==> config.mk <==
export PLATFORM = sky130hd
export DESIGN_NAME = tile_mem_arbiter_flat
export DESIGN_NICKNAME = d
export VERILOG_FILES = /design/src/rtl/tile_pkg.sv /design/src/rtl/tile_mem_arbiter_if.sv /design/src/rtl/frame_step_counter.sv /design/src/rtl/tile_mem_arbiter.sv /design/src/flat_wrapper.sv
export SDC_FILE = /design/constraint.sdc
export NUM_CORES = 1
export LEC_CHECK = 0
export ABC_CLOCK_PERIOD_IN_PS = 4100
export BUFFER_PORTS_ARGS = -buffer_cell sky130_fd_sc_hd__buf_2
export CAP_MARGIN = 0
export CORE_UTILIZATION = 38
export CTS_CLUSTER_SIZE = 14
export DETAILED_ROUTE_END_ITERATION = 10
export PLACE_DENSITY = 0.95
export SYNTH_ARGS = -nofsm -noshare
export SYNTH_HDL_FRONTEND = slang
export SYNTH_SLANG_ARGS = --single-unit
==> constraint.sdc <==
create_clock -name clk -period 4.1 [get_ports clk]
set_input_delay 0.615 -clock clk [delete_from_list [all_inputs] [get_ports clk]]
set_output_delay 0.615 -clock clk [all_outputs]
set_load 0.05 [all_outputs]
==> src/rtl/tile_pkg.sv <==
// Shared constants and types for the snake tile memory arbiter.
package tile_pkg;

  localparam int unsigned GRID_W     = 40;
  localparam int unsigned GRID_H     = 30;
  localparam int unsigned TILE_SHIFT = 4;
  localparam int unsigned ADDR_W     = 11;
  localparam int unsigned DATA_W     = 2;

  localparam logic [DATA_W-1:0] EMPTY = 2'd0;
  localparam logic [DATA_W-1:0] SNAKE = 2'd1;
  localparam logic [DATA_W-1:0] FOOD  = 2'd2;
  localparam logic [DATA_W-1:0] WALL  = 2'd3;

  typedef enum logic {
    ST_IDLE = 1'b0,
    ST_ACK  = 1'b1
  } arb_state_e;

endpackage

==> src/rtl/tile_mem_arbiter_if.sv <==
// Game-side req/ack access channel into the tile memory arbiter.
interface tile_mem_arbiter_if #(
  parameter int unsigned ADDR_W = tile_pkg::ADDR_W,
  parameter int unsigned DATA_W = tile_pkg::DATA_W
) ();

  logic              g_req;
  logic              g_we;
  logic [ADDR_W-1:0] g_addr;
  logic [DATA_W-1:0] g_wdata;
  logic              g_ack;
  logic [DATA_W-1:0] g_rdata;

  modport master (
    output g_req, g_we, g_addr, g_wdata,
    input  g_ack, g_rdata
  );

  modport slave (
    input  g_req, g_we, g_addr, g_wdata,
    output g_ack, g_rdata
  );

endinterface

==> src/rtl/frame_step_counter.sv <==
// Counts vsync falling edges and pulses step_tick once every STEP_FRAMES frames.
module frame_step_counter #(
  parameter int unsigned STEP_FRAMES = 8
) (
  input  logic clk,
  input  logic rst_n,
  input  logic vga_v_sync,
  output logic step_tick
);

  localparam int unsigned CNT_W = (STEP_FRAMES > 1) ? $clog2(STEP_FRAMES) : 1;

  logic             vs_q, vs_d;
  logic [CNT_W-1:0] cnt_q, cnt_d;
  logic             tick_q, tick_d;

  always_comb begin
    vs_d   = vga_v_sync;
    cnt_d  = cnt_q;
    tick_d = 1'b0;
    if (vs_q && !vga_v_sync) begin
      if (cnt_q == CNT_W'(STEP_FRAMES - 1)) begin
        cnt_d  = '0;
        tick_d = 1'b1;
      end else begin
        cnt_d = cnt_q + CNT_W'(1);
      end
    end
  end

  always_ff @(posedge clk or negedge rst_n) begin
    if (!rst_n) begin
      vs_q   <= 1'b1;
      cnt_q  <= '0;
      tick_q <= 1'b0;
    end else begin
      vs_q   <= vs_d;
      cnt_q  <= cnt_d;
      tick_q <= tick_d;
    end
  end

  assign step_tick = tick_q;

endmodule

==> src/rtl/tile_mem_arbiter.sv <==
// Shares the tile RAM port between video fetch (display area) and game req/ack (blanking).
// Build option STEP_TICK_EN adds the vsync-derived step_tick; otherwise step_tick is 0.
module tile_mem_arbiter #(
  parameter int unsigned GRID_W      = tile_pkg::GRID_W,
  parameter int unsigned GRID_H      = tile_pkg::GRID_H,
  parameter int unsigned TILE_SHIFT  = tile_pkg::TILE_SHIFT,
  parameter int unsigned ADDR_W      = tile_pkg::ADDR_W,
  parameter int unsigned DATA_W      = tile_pkg::DATA_W,
  parameter int unsigned STEP_FRAMES = 8
) (
  input  logic              clk,
  input  logic              rst_n,
  input  logic              in_display,
  input  logic [9:0]        counter_x,
  input  logic [8:0]        counter_y,
  input  logic              vga_v_sync,
  tile_mem_arbiter_if.slave game,
  output logic [DATA_W-1:0] vid_tile,
  output logic              vid_valid,
  output logic              mem_en,
  output logic              mem_we,
  output logic [ADDR_W-1:0] mem_addr,
  output logic [DATA_W-1:0] mem_wdata,
  input  logic [DATA_W-1:0] mem_rdata,
  output logic              step_tick
);

  import tile_pkg::*;

  localparam int unsigned ROW_W = $clog2(GRID_H);
  localparam int unsigned COL_W = $clog2(GRID_W);

  arb_state_e        state_q, state_d;
  logic              we_q, we_d;
  logic [DATA_W-1:0] rdata_q, rdata_d;
  logic              vid_valid_q, vid_valid_d;

  logic [ROW_W-1:0]  row;
  logic [COL_W-1:0]  col;
  logic [ADDR_W-1:0] vid_addr;
  logic              video_on;
  logic              game_issue;

  // row*GRID_W as a sum of shifted rows, one term per set bit of GRID_W
  always_comb begin
    row      = ROW_W'(counter_y >> TILE_SHIFT);
    col      = COL_W'(counter_x >> TILE_SHIFT);
    vid_addr = ADDR_W'(col);
    for (int unsigned b = 0; b < 32; b++) begin
      if (GRID_W[b]) vid_addr = vid_addr + (ADDR_W'(row) << b);
    end
  end

  // rst_n gates the combinational port so nothing reaches the RAM during reset
  always_comb begin
    video_on    = rst_n & in_display;
    game_issue  = rst_n & ~in_display & (state_q == ST_IDLE) & game.g_req;

    state_d     = state_q;
    we_d        = we_q;
    rdata_d     = rdata_q;
    vid_valid_d = in_display;

    game.g_ack   = 1'b0;
    game.g_rdata = rdata_q;

    case (state_q)
      ST_IDLE: begin
        if (game_issue) begin
          state_d = ST_ACK;
          we_d    = game.g_we;
        end
      end
      ST_ACK: begin
        game.g_ack = 1'b1;
        state_d    = ST_IDLE;
        if (!we_q) begin
          rdata_d      = mem_rdata;
          game.g_rdata = mem_rdata;
        end
      end
      default: state_d = ST_IDLE;
    endcase

    mem_en    = 1'b0;
    mem_we    = 1'b0;
    mem_addr  = '0;
    mem_wdata = '0;
    if (video_on) begin
      mem_en   = 1'b1;
      mem_addr = vid_addr;
    end else if (game_issue) begin
      mem_en    = 1'b1;
      mem_we    = game.g_we;
      mem_addr  = game.g_addr;
      mem_wdata = game.g_wdata;
    end
  end

  always_ff @(posedge clk or negedge rst_n) begin
    if (!rst_n) begin
      state_q     <= ST_IDLE;
      we_q        <= 1'b0;
      rdata_q     <= '0;
      vid_valid_q <= 1'b0;
    end else begin
      state_q     <= state_d;
      we_q        <= we_d;
      rdata_q     <= rdata_d;
      vid_valid_q <= vid_valid_d;
    end
  end

  assign vid_valid = vid_valid_q;
  assign vid_tile  = vid_valid_q ? mem_rdata : '0;

`ifdef STEP_TICK_EN
  frame_step_counter #(
    .STEP_FRAMES(STEP_FRAMES)
  ) u_frame_step_counter (
    .clk       (clk),
    .rst_n     (rst_n),
    .vga_v_sync(vga_v_sync),
    .step_tick (step_tick)
  );
`else
  localparam int unsigned unused_step_frames = STEP_FRAMES;
  logic unused_vsync;
  always_comb unused_vsync = vga_v_sync;
  assign step_tick = 1'b0;
`endif

endmodule

==> src/flat_wrapper.sv <==
// flat-port wrapper written by rule: the top's interface ports become plain ports
module tile_mem_arbiter_flat import tile_pkg::*;
#(
  parameter int unsigned GRID_W      = tile_pkg::GRID_W,
  parameter int unsigned GRID_H      = tile_pkg::GRID_H,
  parameter int unsigned TILE_SHIFT  = tile_pkg::TILE_SHIFT,
  parameter int unsigned ADDR_W      = tile_pkg::ADDR_W,
  parameter int unsigned DATA_W      = tile_pkg::DATA_W,
  parameter int unsigned STEP_FRAMES = 8
)
  (clk, rst_n, in_display, counter_x, counter_y, vga_v_sync, vid_tile, vid_valid, mem_en, mem_we, mem_addr, mem_wdata, mem_rdata, step_tick, game_g_req, game_g_we, game_g_addr, game_g_wdata, game_g_ack, game_g_rdata);
  tile_mem_arbiter_if #(.ADDR_W(ADDR_W), .DATA_W(DATA_W)) game_i ();
  input  logic clk;
  input  logic rst_n;
  input  logic in_display;
  input  logic [9:0] counter_x;
  input  logic [8:0] counter_y;
  input  logic vga_v_sync;
  output logic [DATA_W-1:0] vid_tile;
  output logic vid_valid;
  output logic mem_en;
  output logic mem_we;
  output logic [ADDR_W-1:0] mem_addr;
  output logic [DATA_W-1:0] mem_wdata;
  input  logic [DATA_W-1:0] mem_rdata;
  output logic step_tick;
  input wire logic [$bits(game_i.g_req)-1:0] game_g_req;
  input wire logic [$bits(game_i.g_we)-1:0] game_g_we;
  input wire logic [$bits(game_i.g_addr)-1:0] game_g_addr;
  input wire logic [$bits(game_i.g_wdata)-1:0] game_g_wdata;
  output wire logic [$bits(game_i.g_ack)-1:0] game_g_ack;
  output wire logic [$bits(game_i.g_rdata)-1:0] game_g_rdata;
  assign game_i.g_req = game_g_req;
  assign game_i.g_we = game_g_we;
  assign game_i.g_addr = game_g_addr;
  assign game_i.g_wdata = game_g_wdata;
  assign game_g_ack = game_i.g_ack;
  assign game_g_rdata = game_i.g_rdata;
  tile_mem_arbiter #(.GRID_W(GRID_W), .GRID_H(GRID_H), .TILE_SHIFT(TILE_SHIFT), .ADDR_W(ADDR_W), .DATA_W(DATA_W), .STEP_FRAMES(STEP_FRAMES)) u_core (.clk(clk), .rst_n(rst_n), .in_display(in_display), .counter_x(counter_x), .counter_y(counter_y), .vga_v_sync(vga_v_sync), .game(game_i), .vid_tile(vid_tile), .vid_valid(vid_valid), .mem_en(mem_en), .mem_we(mem_we), .mem_addr(mem_addr), .mem_wdata(mem_wdata), .mem_rdata(mem_rdata), .step_tick(step_tick));
endmodule
* Word level (Yosys, flattened, before mapping) *
Index checks and enable logic that the tools add are counted.

word-level totals
  register bits = 5
  latch bits = 0
  memory bits (writable) = 0
  bits in read-only memories = 0
  input bits = 40
  output and inout bits = 22
  memories = 0

cells by class
  add/subtract/negate cells = 2
  multipliers = 0
  div/mod/pow operators = 0
  order comparisons = 0
  equality and inequality tests = 0
  shift-type cells = 0
  mux-type cells = 13
  bitwise gates (word level) = 6
  reduce and logical (&&, ||, !) cells = 1

operator list
  operator                                   count
  11-bit 2-to-1 mux                          2
  11-bit by 10-bit adder with 11-bit output  1
  2-bit 2-to-1 mux                           5
  6-bit by 8-bit adder with 9-bit output     1
  1-bit 2-to-1 mux                           5
  1-bit AND                                  4
  1-bit NOT                                  2
  1-bit case mux with 2 select lines         1
  2-bit AND reduction                        1

* Longest topological paths before layout *
  word-level depth = 6
  mapped depth = 9

* Worst setup path before layout *
No wires, ideal clock.

  path kind = input -> output
  start = in counter_x[7]
  end = out mem_addr[7]
  arrival = 3169 ps
  setup slack = 316 ps
  stages = 7
  cells stage by stage = ha_1 fa_1 xor2_1 ha_1 fa_1 xnor2_1 o21ai_0

on the way
  longest elaborated chain between the ends = 3

ends and longest elaborated chain
  element                                    line                    text
  start: declaration                         flat_wrapper.sv:16      input logic [9:0] counter_x;
  6-bit by 8-bit adder with 9-bit output     tile_mem_arbiter.sv:50  if (GRID_W[b]) vid_addr = vid_addr + (ADDR_W'(row) << b);
  11-bit by 10-bit adder with 11-bit output  tile_mem_arbiter.sv:50
  11-bit 2-to-1 mux                          tile_mem_arbiter.sv:89  if (video_on) begin
  end: declaration                           flat_wrapper.sv:23      output logic [ADDR_W-1:0] mem_addr;

No other way between the ends.

* Worst setup path in the final report *
  start = in counter_y[4]
  end = out mem_addr[8]

on the way
  longest elaborated chain between the ends = 3

ends and longest elaborated chain
  element                                      line                    text
  start: declaration                           flat_wrapper.sv:17      input logic [8:0] counter_y;
  6-bit by 8-bit adder with 9-bit output       tile_mem_arbiter.sv:50
  11-bit by 10-bit adder with 11-bit output *  tile_mem_arbiter.sv:50
  11-bit 2-to-1 mux *                          tile_mem_arbiter.sv:89

Every way passes the cells marked *; elsewhere a longest branch is shown, timed or not.

==> impl_results.md <==
- Yosys cell types: 24
- Run status: finished, final reports clean
- Vias/cell: 5.25
- Cell Count, Final, Fillers Out: 134
- Most frequent cells in the layout: buf_2 (51), and2_1 (7), a22o_1 (7), ha_1 (7), nand2_1 (6)
- Rel. slew slack: 0.648
- Critical path capture point type: primary output
- Via count: 704
- Setup TNS: 0 ps
- Clock transition at the registers of the reported paths: 40 ps
- First-pass GRT wire length: 2.66 mm
- Hold crit path type: in2async
- Power Internal: 0.000148 W
- Cell area after synthesis: 621 µm²
- Routed Antenna Nets: 0
- First-pass detailed-route iteration total: 4
- Max Transition Viols Final: 0
- Syn avg cell area: 9.26 µm²
- Root buffer cell: clkbuf_4
- Sequential area share after synthesis: 0.202
- Die Width: 42.4 µm
- DRT iter0 DRCs: 13
- Drt drc: 0
- Peak supply drop: 104 µV
- GRT Resource Usage Total: 0.198
- Sink Count: 5
- Max Fclk: 0.292 GHz
- Critical path launch point type: input pin
- Initial antenna violation count: 0
- Largest stage delay, worst path: 400 ps
- Synth warn: 0
- Gate Count Post-Synth: 67
- WP data required: 3480 ps
- Grt ovf: 0
- Cts hold-fix bufs: 0
- Final Cycle Share: 0.835
- Wirelength per Cell: 12.0 µm
- Post-CTS Resized: 0
- Clk pwr share: 0.203
- Commonest non-fill, non-tap cell in the layout: buf_2
- Max-cap violation count: 0
- CP Max Fanout: 4
- CTS tree: yes
- Layout Nets: 168
- Power per standard cell area: 316 nW/µm²
- Cell breakdown of the critical path: buf_2 > ha_1 > fa_1 > a21o_1 > nand2_1 > xnor2_1 > ha_1 > nand3_1 > a211o_1 > nand3_1 > buf_2
- Placed Cells incl. Taps: 130
- CTS max path bufs: 2
- Number of CTS-inserted buffers: 3
- Least-Margin Pin Slew: 527 ps
- # setup viols final: 0
- Hold WS: 192 ps
- LEAKAGE: 0.504 nW
- RSZ-0062 raised after global routing: no
- Seq pwr share: 0.215
- Starting density of the core: 0.407
- Minimum clock period after layout: 3420 ps
- Clock skew: 1.98 ps
- N_diodes: 0
- Rows: 14
- CP max-delay cell: fa_1
- Number of global-route vias before repair: 652
- Crit path kind: in2out
- Skew-Pair Late Insertion Delay: 240 ps
- Port buffer count: 51
- Die extent in y: 42.4 µm
- Total nets after synthesis: 116
- Sw frac: 0.473
- Final wirelength: 1.61 mm
- Final hold vios: 0
- Die Area: 1800 µm²
- Postcts setup bufs: 0
- P_sw: 0.000133 W
- Share of post-route cells with drive strength above 1: 0.483
- WP data arrival: 2810 ps
- Dpl hpwl: 1.37 mm
- Area Overhead vs Synth: 42.9%
- GPL Wtd Cong: 0.720
- H-tree levels: 1
- Combinational share of power: 0.582
- Yosys reg bits: 5
- Io pins: 62
- Core Footprint: 1520 µm²
- Largest net degree at the start of global routing: 18
## through the flow
stage / total power (W) / area, µm² / worst slack (ps) / utilization
after floorplan: 0.000183 / 621 / 316 / -
after global placement: 0.000219 / 861 / 757 / 0.565
after detailed placement: 0.000224 / 861 / 692 / 0.565
after CTS: 0.000283 / 887 / 681 / 0.582
after global routing: 0.000298 / 887 / 527 / 0.582
final: 0.000280 / 887 / 678 / 0.582
## sequential cells by signal, summed over array words and instances (netlist names)
register,count
u_core.we_q,1
u_core.vid_valid,1
u_core.rdata_q,2
u_core.state_q,1
## kinds of logic after synthesis
family / count (synthesis) / synth area share
mux: 3 / 0.0544
xor+xnor: 4 / 0.0565
other cells: 1 / 0.00604
simple gates: 24 / 0.214
buf+inv: 4 / 0.0564
compound gates: 17 / 0.206
fa+ha+maj: 9 / 0.206
flops: 5 / 0.202
## per-layer routing
layer | routed length (µm) | GRT usage | share of wire | vias to the layer above
met5 | 0 | 0 | 0 | -
met2 | 789 | 0.351 | 0.49 | 39
met4 | 42 | 0.131 | 0.026 | 0
li1 | - | - | - | 349
met3 | 141 | 0.0388 | 0.088 | 5
met1 | 638 | 0.208 | 0.40 | 311
## worst max-delay path: cells and delay by family
kind | cells | cell delay [ps]
fa+ha+maj | 3 | 950
compound gates | 2 | 490
buf+inv | 2 | 370
simple gates | 3 | 300
xor+xnor | 1 | 70
## final timing paths
| kind | start | to | slack, ps | depth (start not counted) |
|---|---|---|---|---|
| max | counter_y[4] | mem_addr[8] | 680 | 11 |
| min | rst_n | u_core.we_q | 190 | 1 |
| max reg2reg | u_core.state_q | u_core.we_q | 2580 | 2 |
| min reg2reg | u_core.rdata_q[0] | u_core.rdata_q[0] | 500 | 1 |
| max in group asynchronous | rst_n | u_core.rdata_q[1] | 3760 | 1 |
| min in group clk | u_core.rdata_q[0] | u_core.rdata_q[0] | 500 | 1 |
## power by group through the flow
stage / Clock, W / Sequential [W] / Combinational [W]
after floorplan: 0 / 0.0000632 / 0.000120
after global placement: 0 / 0.0000602 / 0.000159
after detailed placement: 0 / 0.0000608 / 0.000164
after CTS: 0.0000585 / 0.0000601 / 0.000164
after global routing: 0.0000615 / 0.0000610 / 0.000175
final: 0.0000570 / 0.0000602 / 0.000163
## final cells by class
cell class | count | area (µm²)
sequential | 5 | 125
multi-input combinational | 58 | 460
tap | 16 | 20.0
timing repair buffer | 51 | 255
fill | 138 | 637
clock buffer | 4 | 26.3
## synthesized netlist by cell type
master | number | area [µm²]
o21ai_1 | 1 | 5.00
and4bb_1 | 1 | 12.5
xnor2_1 | 3 | 26.3
nand4_1 | 2 | 12.5
buf_6 | 2 | 22.5
dfrtp_1 | 5 | 125
nand2_1 | 6 | 22.5
o21ai_0 | 1 | 5.00
a21o_1 | 2 | 15.0
fa_1 | 2 | 40.0
nor2_1 | 1 | 3.75
ha_1 | 7 | 87.6
xor2_1 | 1 | 8.76
buf_2 | 1 | 5.00
a211o_1 | 2 | 17.5
and2_1 | 7 | 43.8
a32oi_1 | 1 | 8.76
a21oi_1 | 3 | 15.0
buf_4 | 1 | 7.51
nand2b_1 | 2 | 12.5
a22o_1 | 7 | 61.3
nand3_1 | 5 | 25.0
conb_1 | 1 | 3.75
mux2_2 | 3 | 33.8
Power figures use the tool's default switching activity.
